==> config.mk <==
export PLATFORM = sky130hd
export DESIGN_NAME = vm_sale_controller_flat
export DESIGN_NICKNAME = d
export VERILOG_FILES = /design/src/rtl/vm_pkg.sv /design/src/rtl/vm_sale_controller_if.sv /design/src/rtl/vm_rise_detect.sv /design/src/rtl/vm_sale_controller.sv /design/src/flat_wrapper.sv
export SDC_FILE = /design/constraint.sdc
export NUM_CORES = 1
export LEC_CHECK = 0
export ABC_AREA = 1
export BUFFER_PORTS_ARGS = -buffer_cell sky130_fd_sc_hd__buf_4
export CORE_ASPECT_RATIO = 0.6
export CORE_MARGIN = 1.5
export CORE_UTILIZATION = 40
export CTS_CLUSTER_SIZE = 10
export DETAILED_ROUTE_END_ITERATION = 12
export GPL_ROUTABILITY_DRIVEN = 0
export PLACE_DENSITY = 0.68
export SYNTH_ARGS = -nofsm -noshare
export SYNTH_HDL_FRONTEND = slang
export SYNTH_SLANG_ARGS = --single-unit
==> constraint.sdc <==
create_clock -name clk -period 4.7 [get_ports clk]
set_input_delay 0.94 -clock clk [delete_from_list [all_inputs] [get_ports clk]]
set_output_delay 0.94 -clock clk [all_outputs]
set_load 0.02 [all_outputs]
==> src/rtl/vm_pkg.sv <==
// Shared types and default constants for the two-product vending sale controller.
// Prices are in credit units; stock is a per-product item count.
package vm_pkg;

  typedef enum logic [1:0] {
    VM_IDLE     = 2'd0,
    VM_CREDIT   = 2'd1,
    VM_DISPENSE = 2'd2,
    VM_CHANGE   = 2'd3
  } vm_state_e;

  typedef enum logic {
    VM_COFFEE = 1'b0,
    VM_SPRITE = 1'b1
  } vm_prod_e;

  localparam int VM_COFFEE_PRICE     = 1;
  localparam int VM_SPRITE_PRICE     = 3;
  localparam int VM_MAX_CREDIT       = 3;
  localparam int VM_STOCK_MAX        = 7;
  localparam int VM_DISPENSE_CYCLES  = 4;

  // Round-robin helper: the product that was not served last.
  function automatic vm_prod_e vm_other(input vm_prod_e p);
    return (p == VM_COFFEE) ? VM_SPRITE : VM_COFFEE;
  endfunction

endpackage

==> src/rtl/vm_sale_controller_if.sv <==
// Panel-side signal bundle of the sale controller: raw button/coin levels in,
// actuator, pulse, LED and credit outputs back.
interface vm_sale_controller_if #(
  parameter int CW = 2
);
  logic          i_coin;
  logic          i_coffee;
  logic          i_sprite;
  logic          i_cancel;
  logic          i_refill;
  logic          o_coffee;
  logic          o_sprite;
  logic          o_change;
  logic          o_coin_reject;
  logic          o_led_coffee;
  logic          o_led_sprite;
  logic          o_empty_coffee;
  logic          o_empty_sprite;
  logic [CW-1:0] o_credit;

  modport master (
    output i_coin, i_coffee, i_sprite, i_cancel, i_refill,
    input  o_coffee, o_sprite, o_change, o_coin_reject,
           o_led_coffee, o_led_sprite, o_empty_coffee, o_empty_sprite, o_credit
  );

  modport slave (
    input  i_coin, i_coffee, i_sprite, i_cancel, i_refill,
    output o_coffee, o_sprite, o_change, o_coin_reject,
           o_led_coffee, o_led_sprite, o_empty_coffee, o_empty_sprite, o_credit
  );
endinterface

==> src/rtl/vm_rise_detect.sv <==
// Rising-edge detector over a bus of level inputs; combinational event, one register stage of history.
// History resets to all-ones so a level already high at reset release never counts as an event.
module vm_rise_detect #(
  parameter int W = 5
) (
  input  logic         clk,
  input  logic         rst,
  input  logic [W-1:0] lvl_i,
  output logic [W-1:0] rise_o
);

  logic [W-1:0] prev_q;
  logic [W-1:0] prev_d;

  assign prev_d = lvl_i;

  always_ff @(posedge clk) begin
    if (rst) begin
      prev_q <= '1;
    end else begin
      prev_q <= prev_d;
    end
  end

  assign rise_o = lvl_i & ~prev_q;

endmodule

==> src/rtl/vm_sale_controller.sv <==
// Vending sale controller: owns credit, stock, round-robin arbitration, dispense timing and change return.
// Events act at the edge closing the cycle they are seen in; every output comes straight from registers.
module vm_sale_controller
  import vm_pkg::*;
#(
  parameter int COFFEE_PRICE    = VM_COFFEE_PRICE,
  parameter int SPRITE_PRICE    = VM_SPRITE_PRICE,
  parameter int MAX_CREDIT      = VM_MAX_CREDIT,
  parameter int STOCK_MAX       = VM_STOCK_MAX,
  parameter int DISPENSE_CYCLES = VM_DISPENSE_CYCLES
) (
  input logic                clk,
  input logic                rst,
  vm_sale_controller_if.slave bus
);

  localparam int CW = $clog2(MAX_CREDIT + 1);
  localparam int SW = $clog2(STOCK_MAX + 1);
  localparam int DW = (DISPENSE_CYCLES > 1) ? $clog2(DISPENSE_CYCLES) : 1;

  localparam logic [CW-1:0] COFFEE_P = CW'(COFFEE_PRICE);
  localparam logic [CW-1:0] SPRITE_P = CW'(SPRITE_PRICE);
  localparam logic [CW-1:0] CREDIT_M = CW'(MAX_CREDIT);
  localparam logic [SW-1:0] STOCK_M  = SW'(STOCK_MAX);
  localparam logic [DW-1:0] CNT_LOAD = DW'(DISPENSE_CYCLES - 1);

  logic [4:0] ev;
  logic       coin_ev, coffee_ev, sprite_ev, cancel_ev, refill_ev;

  vm_rise_detect #(.W(5)) u_rise (
    .clk    (clk),
    .rst    (rst),
    .lvl_i  ({bus.i_refill, bus.i_cancel, bus.i_sprite, bus.i_coffee, bus.i_coin}),
    .rise_o (ev)
  );

  assign coin_ev   = ev[0];
  assign coffee_ev = ev[1];
  assign sprite_ev = ev[2];
  assign cancel_ev = ev[3];
  assign refill_ev = ev[4];

  vm_state_e     state_q, state_d;
  logic [CW-1:0] credit_q, credit_d;
  logic [SW-1:0] stock_cof_q, stock_cof_d;
  logic [SW-1:0] stock_spr_q, stock_spr_d;
  vm_prod_e      last_q, last_d;
  vm_prod_e      prod_q, prod_d;
  logic [DW-1:0] cnt_q, cnt_d;
  logic          change_q, change_d;
  logic          reject_q, reject_d;

  logic     open_st;
  logic     elig_cof, elig_spr;
  logic     req_cof, req_spr;
  logic     grant;
  vm_prod_e grant_prod;
  logic     coin_ok;

  // Eligibility looks only at registered state, so the LEDs have no input-to-output path.
  assign open_st  = (state_q == VM_IDLE) || (state_q == VM_CREDIT);
  assign elig_cof = open_st && (credit_q >= COFFEE_P) && (stock_cof_q != '0);
  assign elig_spr = open_st && (credit_q >= SPRITE_P) && (stock_spr_q != '0);

  assign req_cof    = coffee_ev && elig_cof;
  assign req_spr    = sprite_ev && elig_spr;
  assign grant      = req_cof || req_spr;
  assign grant_prod = (req_cof && req_spr) ? vm_other(last_q)
                    : (req_cof ? VM_COFFEE : VM_SPRITE);
  assign coin_ok    = coin_ev && open_st && (credit_q < CREDIT_M) && !grant;

  always_comb begin
    state_d     = state_q;
    credit_d    = credit_q;
    stock_cof_d = stock_cof_q;
    stock_spr_d = stock_spr_q;
    last_d      = last_q;
    prod_d      = prod_q;
    cnt_d       = cnt_q;
    change_d    = 1'b0;
    reject_d    = coin_ev && !coin_ok;

    unique case (state_q)
      VM_IDLE, VM_CREDIT: begin
        if (coin_ok) begin
          credit_d = credit_q + CW'(1);
          state_d  = VM_CREDIT;
        end
        if (grant) begin
          state_d = VM_DISPENSE;
          prod_d  = grant_prod;
          last_d  = grant_prod;
          cnt_d   = CNT_LOAD;
          if (grant_prod == VM_COFFEE) begin
            credit_d    = credit_q - COFFEE_P;
            stock_cof_d = stock_cof_q - SW'(1);
          end else begin
            credit_d    = credit_q - SPRITE_P;
            stock_spr_d = stock_spr_q - SW'(1);
          end
        end else if (cancel_ev && (state_q == VM_CREDIT)) begin
          // First change pulse leaves with the transition; a coin accepted now is returned too.
          state_d  = VM_CHANGE;
          change_d = 1'b1;
          credit_d = credit_d - CW'(1);
        end else if (refill_ev && (state_q == VM_IDLE)) begin
          stock_cof_d = STOCK_M;
          stock_spr_d = STOCK_M;
        end
      end

      VM_DISPENSE: begin
        if (cnt_q == '0) begin
          state_d = (credit_q != '0) ? VM_CREDIT : VM_IDLE;
        end else begin
          cnt_d = cnt_q - DW'(1);
        end
      end

      VM_CHANGE: begin
        // Alternate pulse / gap cycles; leave once the final pulse has been shown.
        if (change_q) begin
          if (credit_q == '0) begin
            state_d = VM_IDLE;
          end
        end else begin
          change_d = 1'b1;
          credit_d = credit_q - CW'(1);
        end
      end

      default: state_d = VM_IDLE;
    endcase
  end

  always_ff @(posedge clk) begin
    if (rst) begin
      state_q     <= VM_IDLE;
      credit_q    <= '0;
      stock_cof_q <= STOCK_M;
      stock_spr_q <= STOCK_M;
      last_q      <= VM_SPRITE;
      prod_q      <= VM_COFFEE;
      cnt_q       <= '0;
      change_q    <= 1'b0;
      reject_q    <= 1'b0;
    end else begin
      state_q     <= state_d;
      credit_q    <= credit_d;
      stock_cof_q <= stock_cof_d;
      stock_spr_q <= stock_spr_d;
      last_q      <= last_d;
      prod_q      <= prod_d;
      cnt_q       <= cnt_d;
      change_q    <= change_d;
      reject_q    <= reject_d;
    end
  end

  assign bus.o_coffee       = (state_q == VM_DISPENSE) && (prod_q == VM_COFFEE);
  assign bus.o_sprite       = (state_q == VM_DISPENSE) && (prod_q == VM_SPRITE);
  assign bus.o_change       = change_q;
  assign bus.o_coin_reject  = reject_q;
  assign bus.o_led_coffee   = elig_cof;
  assign bus.o_led_sprite   = elig_spr;
  assign bus.o_empty_coffee = (stock_cof_q == '0);
  assign bus.o_empty_sprite = (stock_spr_q == '0);
  assign bus.o_credit       = credit_q;

  a_credit_cap: assert property (@(posedge clk) disable iff (rst) credit_q <= CREDIT_M);
  a_one_actuator: assert property (@(posedge clk) disable iff (rst) !(bus.o_coffee && bus.o_sprite));
  a_stock_cap: assert property (@(posedge clk) disable iff (rst)
                                (stock_cof_q <= STOCK_M) && (stock_spr_q <= STOCK_M));

endmodule

==> src/flat_wrapper.sv <==
// flat-port wrapper written by rule: the top's interface ports become plain ports
module vm_sale_controller_flat import vm_pkg::*;
#(
  parameter int COFFEE_PRICE    = VM_COFFEE_PRICE,
  parameter int SPRITE_PRICE    = VM_SPRITE_PRICE,
  parameter int MAX_CREDIT      = VM_MAX_CREDIT,
  parameter int STOCK_MAX       = VM_STOCK_MAX,
  parameter int DISPENSE_CYCLES = VM_DISPENSE_CYCLES
)
  (clk, rst, bus_i_coin, bus_i_coffee, bus_i_sprite, bus_i_cancel, bus_i_refill, bus_o_coffee, bus_o_sprite, bus_o_change, bus_o_coin_reject, bus_o_led_coffee, bus_o_led_sprite, bus_o_empty_coffee, bus_o_empty_sprite, bus_o_credit);
  vm_sale_controller_if #(.CW((2))) bus_i ();
  input logic clk;
  input logic rst;
  input wire logic [$bits(bus_i.i_coin)-1:0] bus_i_coin;
  input wire logic [$bits(bus_i.i_coffee)-1:0] bus_i_coffee;
  input wire logic [$bits(bus_i.i_sprite)-1:0] bus_i_sprite;
  input wire logic [$bits(bus_i.i_cancel)-1:0] bus_i_cancel;
  input wire logic [$bits(bus_i.i_refill)-1:0] bus_i_refill;
  output wire logic [$bits(bus_i.o_coffee)-1:0] bus_o_coffee;
  output wire logic [$bits(bus_i.o_sprite)-1:0] bus_o_sprite;
  output wire logic [$bits(bus_i.o_change)-1:0] bus_o_change;
  output wire logic [$bits(bus_i.o_coin_reject)-1:0] bus_o_coin_reject;
  output wire logic [$bits(bus_i.o_led_coffee)-1:0] bus_o_led_coffee;
  output wire logic [$bits(bus_i.o_led_sprite)-1:0] bus_o_led_sprite;
  output wire logic [$bits(bus_i.o_empty_coffee)-1:0] bus_o_empty_coffee;
  output wire logic [$bits(bus_i.o_empty_sprite)-1:0] bus_o_empty_sprite;
  output wire logic [$bits(bus_i.o_credit)-1:0] bus_o_credit;
  assign bus_i.i_coin = bus_i_coin;
  assign bus_i.i_coffee = bus_i_coffee;
  assign bus_i.i_sprite = bus_i_sprite;
  assign bus_i.i_cancel = bus_i_cancel;
  assign bus_i.i_refill = bus_i_refill;
  assign bus_o_coffee = bus_i.o_coffee;
  assign bus_o_sprite = bus_i.o_sprite;
  assign bus_o_change = bus_i.o_change;
  assign bus_o_coin_reject = bus_i.o_coin_reject;
  assign bus_o_led_coffee = bus_i.o_led_coffee;
  assign bus_o_led_sprite = bus_i.o_led_sprite;
  assign bus_o_empty_coffee = bus_i.o_empty_coffee;
  assign bus_o_empty_sprite = bus_i.o_empty_sprite;
  assign bus_o_credit = bus_i.o_credit;
  vm_sale_controller #(.COFFEE_PRICE(COFFEE_PRICE), .SPRITE_PRICE(SPRITE_PRICE), .MAX_CREDIT(MAX_CREDIT), .STOCK_MAX(STOCK_MAX), .DISPENSE_CYCLES(DISPENSE_CYCLES)) u_core (.clk(clk), .rst(rst), .bus(bus_i));
endmodule
==> reports/metrics.cfg, run 1 <==
[status]
status=complete, no violations

[critical_path]
crit_chain=inv_1, ha_1, ha_1, nor2_4, nand2_1, inv_1, buf_4
cp_slowest_cell=dfxtp_1
reg2reg_slack_ns=2.65
r2r_end=u_core.bus.o_credit[1]$_SDFFE_PP0P_
arrival_ns=1.47
critPathTopFamily=adder cells
cp.required_ns=3.76
end_kind=output port
critPathKind=register to output port
crit_path_start_kind=register
critPathBufInv=3
cp_max_fo=3
r2r_start=u_core.bus.o_credit[0]$_SDFFE_PP0P_
critical_path.max_stage_delay_ns=0.32
reg2reg_depth=13

[yosys]
ys_seq_area_share_pct=35.4
syn_area_um2=1190
synth.top_cell.area_share_pct=35.4
synth_area_leaders=dfxtp_1 (35%), nand2_1 (9.2%), inv_1 (8.9%), ha_1 (7.4%), nor2_4 (4.7%)
syn_avg_cell_area_um2=7.51
synthDistinctLibCells=26
yosys.area.top_type=dfxtp_1
synthCells=158
synth-seq-cells=21
ys_warn_count=0
syn-num-nets=172

[layout]
layout_common_cells=nand2_1 (29), inv_1 (28), dfxtp_1 (21), buf_4 (16), nor2_1 (11)
synthToLayoutAreaGrowth_pct=15.8
final_nets=189
drive_gt1_share_pct=21.8
layout_commonest_cell=nand2_1
antennaDiodeCount=0

[sta]
max_freq_mhz=414
fin_ws_ns=2.29
hold_violations=0
worstMarginPinSlew_ns=0.462
maxSlewViolCount=0
setup_viol=0
layout_worst_path_cycle_share_pct=51.3
clock_skew_ns=0.00355
min_period_ns=2.41
slew_headroom_pct=69.1
tns_ns=0
rsz0062_at_grt=no

[die]
design.core.area_um2=2850
die_x_um=73.3
die_area_um2=3310
start_util_pct=41.6
ioPinCount=17
die_h_um=45.2
rows=15

[global_route]
grt_first_pass_wirelength_mm=3.91
grtUsageTotal_pct=16.0
grt_max_degree=13
overflow=0
grt_pass1_vias=910
antenna_found_initial=0

[clock_tree]
holdBufCountCts=0
cts_resized=0
clkSinkCount=21
cts_buffer_depth=2
cts_tree=built
cts_inserted_buffers=3
worstSkewPairLatency_ns=0.26
clockRootBuffer=clkbuf_8
post_cts_buffers=0
cts.reportedPaths.clkPinSlew_ns=0.07
cts-htree-levels=1

[pwr]
p_comb_share_pct=20.0
power_per_cell_area_nw_per_um2=289
vdd_ir_drop_max_v=0.000163
cellLeakagePower_nw=0.662
p_sw_uw=115
netSwitchingFraction_pct=29.0
p_clk_share_pct=30.1
p_seq_share_pct=49.9
p_int_uw=281

[worst_hold_path]
hold_class=register to register
worstHoldPathCells=2
min_from=u_core.stock_spr_q[1]$_SDFFE_PP1P_
holdPathEnd=u_core.stock_spr_q[1]$_SDFFE_PP1P_

[place]
post-place-ws_ns=2.41
io_buffers=16
hpwl_mm=1.82

[detailed_routing]
vias=1030
avgRoutedWirePerCell_um=11.1
drt-vias-per-instance=4.77
wl_mm=2.40
drt_iter0_markers=105
antenna_left=0
route.detailed.drc=0
drt_first_pass_iters=4

[job]
max_cap_violations=0

## final cells by class
type / count / area [um^2]
clock buffers: 4 / 45.0
fillers: 307 / 1480
inverters: 29 / 109
multi-input cells: 104 / 627
flip-flops and latches: 21 / 420
well taps: 42 / 52.6
repair buffers: 16 / 120
## synthesized netlist by cell type
master	count
buf_6	2
or2_2	3
o21ai_1	5
a21oi_1	7
inv_2	1
o211ai_1	4
nand3b_1	1
ha_1	7
nand3_1	7
nor2_4	5
inv_1	28
nand3_4	1
clkbuf_1	2
nor2_1	11
xnor2_1	1
nand4_1	3
o21ai_0	7
nand2_2	1
a221oi_1	1
dfxtp_1	21
nor2_2	2
nand2_1	29
nand3_2	3
a21oi_2	3
a31oi_1	2
nor3_1	1
## kinds of logic after synthesis
group / after synthesis / synth area share (%)
adders and majority gates: 7 / 7.38
DFF: 21 / 35.4
AOI/OAI and AO/OA: 29 / 14.6
and+or+nand+nor: 67 / 30.2
xor gates and xnor gates: 1 / 0.739
buffers and inverters: 33 / 11.7
## worst reg2reg max path, stage by stage (launching register included)
cell and delay, ns:
dfxtp_1 0.45, inv_1 0.13, ha_1 0.28, nor2_4 0.11, nand3_2 0.14, nand2_2 0.24, inv_2 0.13, nand3_2 0.07
nand2_1 0.07, nand3_1 0.07, nand3_1 0.07, nand2_1 0.06, nand2_1 0.06, a21oi_2 0.10
## stage by stage
step | area, um^2 | std cells | hold slack [ns] | total power, mW | utilization [%]
floorplan | 1190 | 158 | 0.443 | 0.259 | -
global placement | 1330 | 212 | 0.455 | 0.278 | 46.6
detailed placement | 1330 | 212 | 0.464 | 0.281 | 46.6
CTS | 1370 | 216 | 0.478 | 0.403 | 48.2
global route | 1370 | 216 | 0.498 | 0.420 | 48.2
finish | 1370 | 216 | 0.476 | 0.397 | 48.2
## worst max path at each step
stage / to / cells past startpoint / start
after floorplan: bus_o_led_coffee / 5 / u_core.bus.o_credit[0]$_SDFFE_PP0P_
after global placement: u_core.bus.o_credit[1]$_SDFFE_PP0P_ / 13 / bus_i_sprite
after detailed placement: u_core.bus.o_credit[1]$_SDFFE_PP0P_ / 13 / bus_i_sprite
after CTS: bus_o_led_sprite / 7 / u_core.stock_spr_q[0]$_SDFFE_PP1P_
after global routing: bus_o_led_coffee / 6 / u_core.bus.o_credit[0]$_SDFFE_PP0P_
final: bus_o_led_sprite / 7 / u_core.stock_spr_q[0]$_SDFFE_PP1P_
## sequential cells by signal, summed over array words and instances (netlist names)
| name | count |
|---|---|
| u_core.bus.o_coin_reject | 1 |
| u_core.stock_cof_q | 3 |
| u_core.stock_spr_q | 3 |
| u_core.state_q | 2 |
| u_core.last_q | 1 |
| u_core.bus.o_change | 1 |
| u_core.prod_q | 1 |
| u_core.bus.o_credit | 2 |
| u_core.cnt_q | 2 |
| u_core.u_rise.prev_q | 5 |
## power by group through the flow
stage	combinational (mW)	clock, mW	sequential [mW]
floorplan	0.0569	0	0.202
global placement	0.0769	0	0.201
detailed placement	0.0791	0	0.202
CTS	0.0795	0.125	0.198
global route	0.0891	0.131	0.199
finish	0.0792	0.120	0.198
## metal layers
layer | share of wire (%) | vias up | global-route usage [%]
li1 | - | 542 | -
met1 | 50 | 460 | 20.7
met2 | 43 | 24 | 25.3
met3 | 5.5 | 4 | 5.58
met4 | 0.79 | 0 | 5.19
met5 | 0 | - | 0
Note: power is estimated with default switching activity, not from simulation.
==> run 2: changes to the inputs <==
Clock period 4.7 ns to 2.3 ns, I/O delays scaled along.
==> run 2 against run 1 <==
Cell count rose by 0.46%. Sequential share of layout area is 0.19 points lower. Total power up 110%. Global-route usage rose by 0.57 points. Die area unchanged. First-iteration DRC count is 15% lower. Sequential power is 100% higher. Via count rose by 4.2%. Clock skew decreased by 0.0014 ns. Utilization rose by 0.31 points. Routed wire length rose by 5.0%.
==> reports/metrics.cfg, run 2 (synthesis results as in run 1) <==
[layout]
reg_top3=u_core.u_rise.prev_q (5), u_core.stock_cof_q (3), u_core.stock_spr_q (3)
regMostFlops=u_core.u_rise.prev_q
nFillCells=286
synthToLayoutAreaGrowth_pct=16.6
fin_area_um2=1380
final_nets=190
antennaDiodeCount=0
largest_register_ffs=5
drive_gt1_share_pct=22.9
layout_commonest_cell=nand2_1
layout_common_cells=nand2_1 (29), inv_1 (28), dfxtp_1 (21), buf_4 (17), nor2_1 (11)

[worst_hold_path]
hold_class=primary input to register
worstHoldPathCells=3

[sta]
min_period_ns=2.04
tns_ns=0
setup_viol=0
worstMarginPinSlew_ns=0.502
slew_headroom_pct=66.5
hold_violations=0
clock_skew_ns=0.00215
layout_worst_path_cycle_share_pct=88.7
rsz0062_at_grt=no
max_freq_mhz=490
hold_slack_ns=0.371
maxSlewViolCount=0
fin_ws_ns=0.259

[place]
post-place-ws_ns=0.295
io_buffers=16
post_dp_cell_area_um2=1340
hpwl_mm=1.86

[critical_path]
cp.required_ns=2.51
reg2reg_depth=14
r2r_end=u_core.bus.o_credit[1]$_SDFFE_PP0P_
reg2reg_slack_ns=0.26
startpoint=u_core.stock_spr_q[0]$_SDFFE_PP1P_
critPathKind=register to register
worstSetupEndpoint=u_core.bus.o_credit[1]$_SDFFE_PP0P_
arrival_ns=2.25
cp_slowest_cell=dfxtp_1
crit_chain=inv_1, ha_1, ha_1, nor2_4, nand3_4, nand2_2, inv_2, nand3_2, nand2_1, nand3_1, nand3_1, nand2_1, nand2_1, a21oi_2
cpMostUsedCell=nand2_1
critical_path.max_stage_delay_ns=0.31
critPathBufInv=2
end_kind=register
cp_max_fo=11
cp_num_cells=14
r2r_start=u_core.stock_spr_q[0]$_SDFFE_PP1P_
critPathTopFamily=simple AND/OR/NAND/NOR gates
crit_path_start_kind=register

[global_route]
antenna_found_initial=0
grt.met2_usage_pct=26.7
grt.met1_usage_pct=21.6
gr-max-usage-layer=met2
grt_first_pass_wirelength_mm=4.10
grtUsageTotal_pct=16.5
overflow=0
grt_max_degree=13
grt_pass1_vias=948
met3_usage_pct=4.69

[clock_tree]
cts-htree-levels=1
cts_buffer_depth=2
post_cts_buffers=0
worstSkewPairLatency_ns=0.27
cts.reportedPaths.clkPinSlew_ns=0.08
cts_inserted_buffers=3
cts_tree=built
cts_resized=0
clockRootBuffer=clkbuf_8
clkSinkCount=21
holdBufCountCts=0

[die]
start_util_pct=41.6
design.core.area_um2=2850
die_area_um2=3310
die_x_um=73.3
rows=15
die_h_um=45.2
ioPinCount=17

[detailed_routing]
drt_first_pass_iters=4
vias=1073
drt_iter0_markers=89
drt-vias-per-instance=4.94
route.detailed.drc=0
antenna_left=0
avgRoutedWirePerCell_um=11.6
wl_mm=2.52

[pwr]
p_sw_uw=248
p_seq_share_pct=48.7
p_int_uw=576
power_per_cell_area_nw_per_um2=596
netSwitchingFraction_pct=30.1
p_clk_share_pct=30.6
cellLeakagePower_nw=0.670
vdd_ir_drop_max_v=0.000249
p_comb_share_pct=20.7

[status]
status=complete, no violations

[job]
max_cap_violations=0

[run 2: cell count changes in the layout (fill, tap and decap cells not counted), sizes merged]
cell,delta
clkinv,+1
buf,+1
clkbuf,-1
[run 2: stage by stage]
step / utilization [%] / instances / power (mW)
2_1_floorplan: - / 158 / 0.529
3_3_place_gp: 46.8 / 213 / 0.574
3_5_place_dp: 46.8 / 213 / 0.579
4_1_cts: 48.5 / 217 / 0.828
5_1_grt: 48.5 / 217 / 0.866
6_report: 48.5 / 217 / 0.824
[run 2: layout make-up]
cell class,count,area (um^2),area share (%)
Sequential cell,21,420,30.4
Clock inverter,1,5.00,0.362
Timing Repair Buffer,17,128,9.23
Inverter,29,109,7.87
Multi-Input combinational cell,104,627,45.3
Tap cell,42,52.6,3.80
Clock buffer,3,41.3,2.99
[run 2: how the worst min path moves through the flow]
stage,slack [ns],start,to
floorplan,0.44,u_core.stock_spr_q[1]$_SDFFE_PP1P_,u_core.stock_spr_q[1]$_SDFFE_PP1P_
global placement,0.47,u_core.cnt_q[1]$_SDFFE_PP0P_,u_core.cnt_q[1]$_SDFFE_PP0P_
detailed placement,0.47,u_core.cnt_q[1]$_SDFFE_PP0P_,u_core.cnt_q[1]$_SDFFE_PP0P_
CTS,0.37,bus_i_coffee,u_core.u_rise.prev_q[1]$_SDFF_PP1_
global route,0.37,bus_i_coffee,u_core.u_rise.prev_q[1]$_SDFF_PP1_
finish,0.37,bus_i_coffee,u_core.u_rise.prev_q[1]$_SDFF_PP1_
[run 2: worst reg2reg max path: cells and delay by family (launching register included)]
kind | cells | cell delay, ns
AND/OR/NAND/NOR | 9 | 0.93
adder cells (fa/ha/maj) | 2 | 0.45
flip-flops | 1 | 0.31
buffers and inverters | 2 | 0.20
AO/OA/AOI/OAI | 1 | 0.10
[run 2: power by group through the flow]
stage / sequential [mW] / combinational (mW) / clock (mW)
finish: 0.401 / 0.171 / 0.252
global route: 0.404 / 0.191 / 0.271
CTS: 0.401 / 0.170 / 0.257
detailed placement: 0.410 / 0.169 / 0
global placement: 0.409 / 0.166 / 0
floorplan: 0.412 / 0.116 / 0
[run 2: layer usage]
layer / wire, um / share of wire [%] / up-vias
met4: 38 / 1.5 / 0
met1: 1230 / 49 / 491
met5: 0 / 0 / -
met2: 1100 / 43 / 36
met3: 160 / 6.3 / 4
li1: - / - / 542
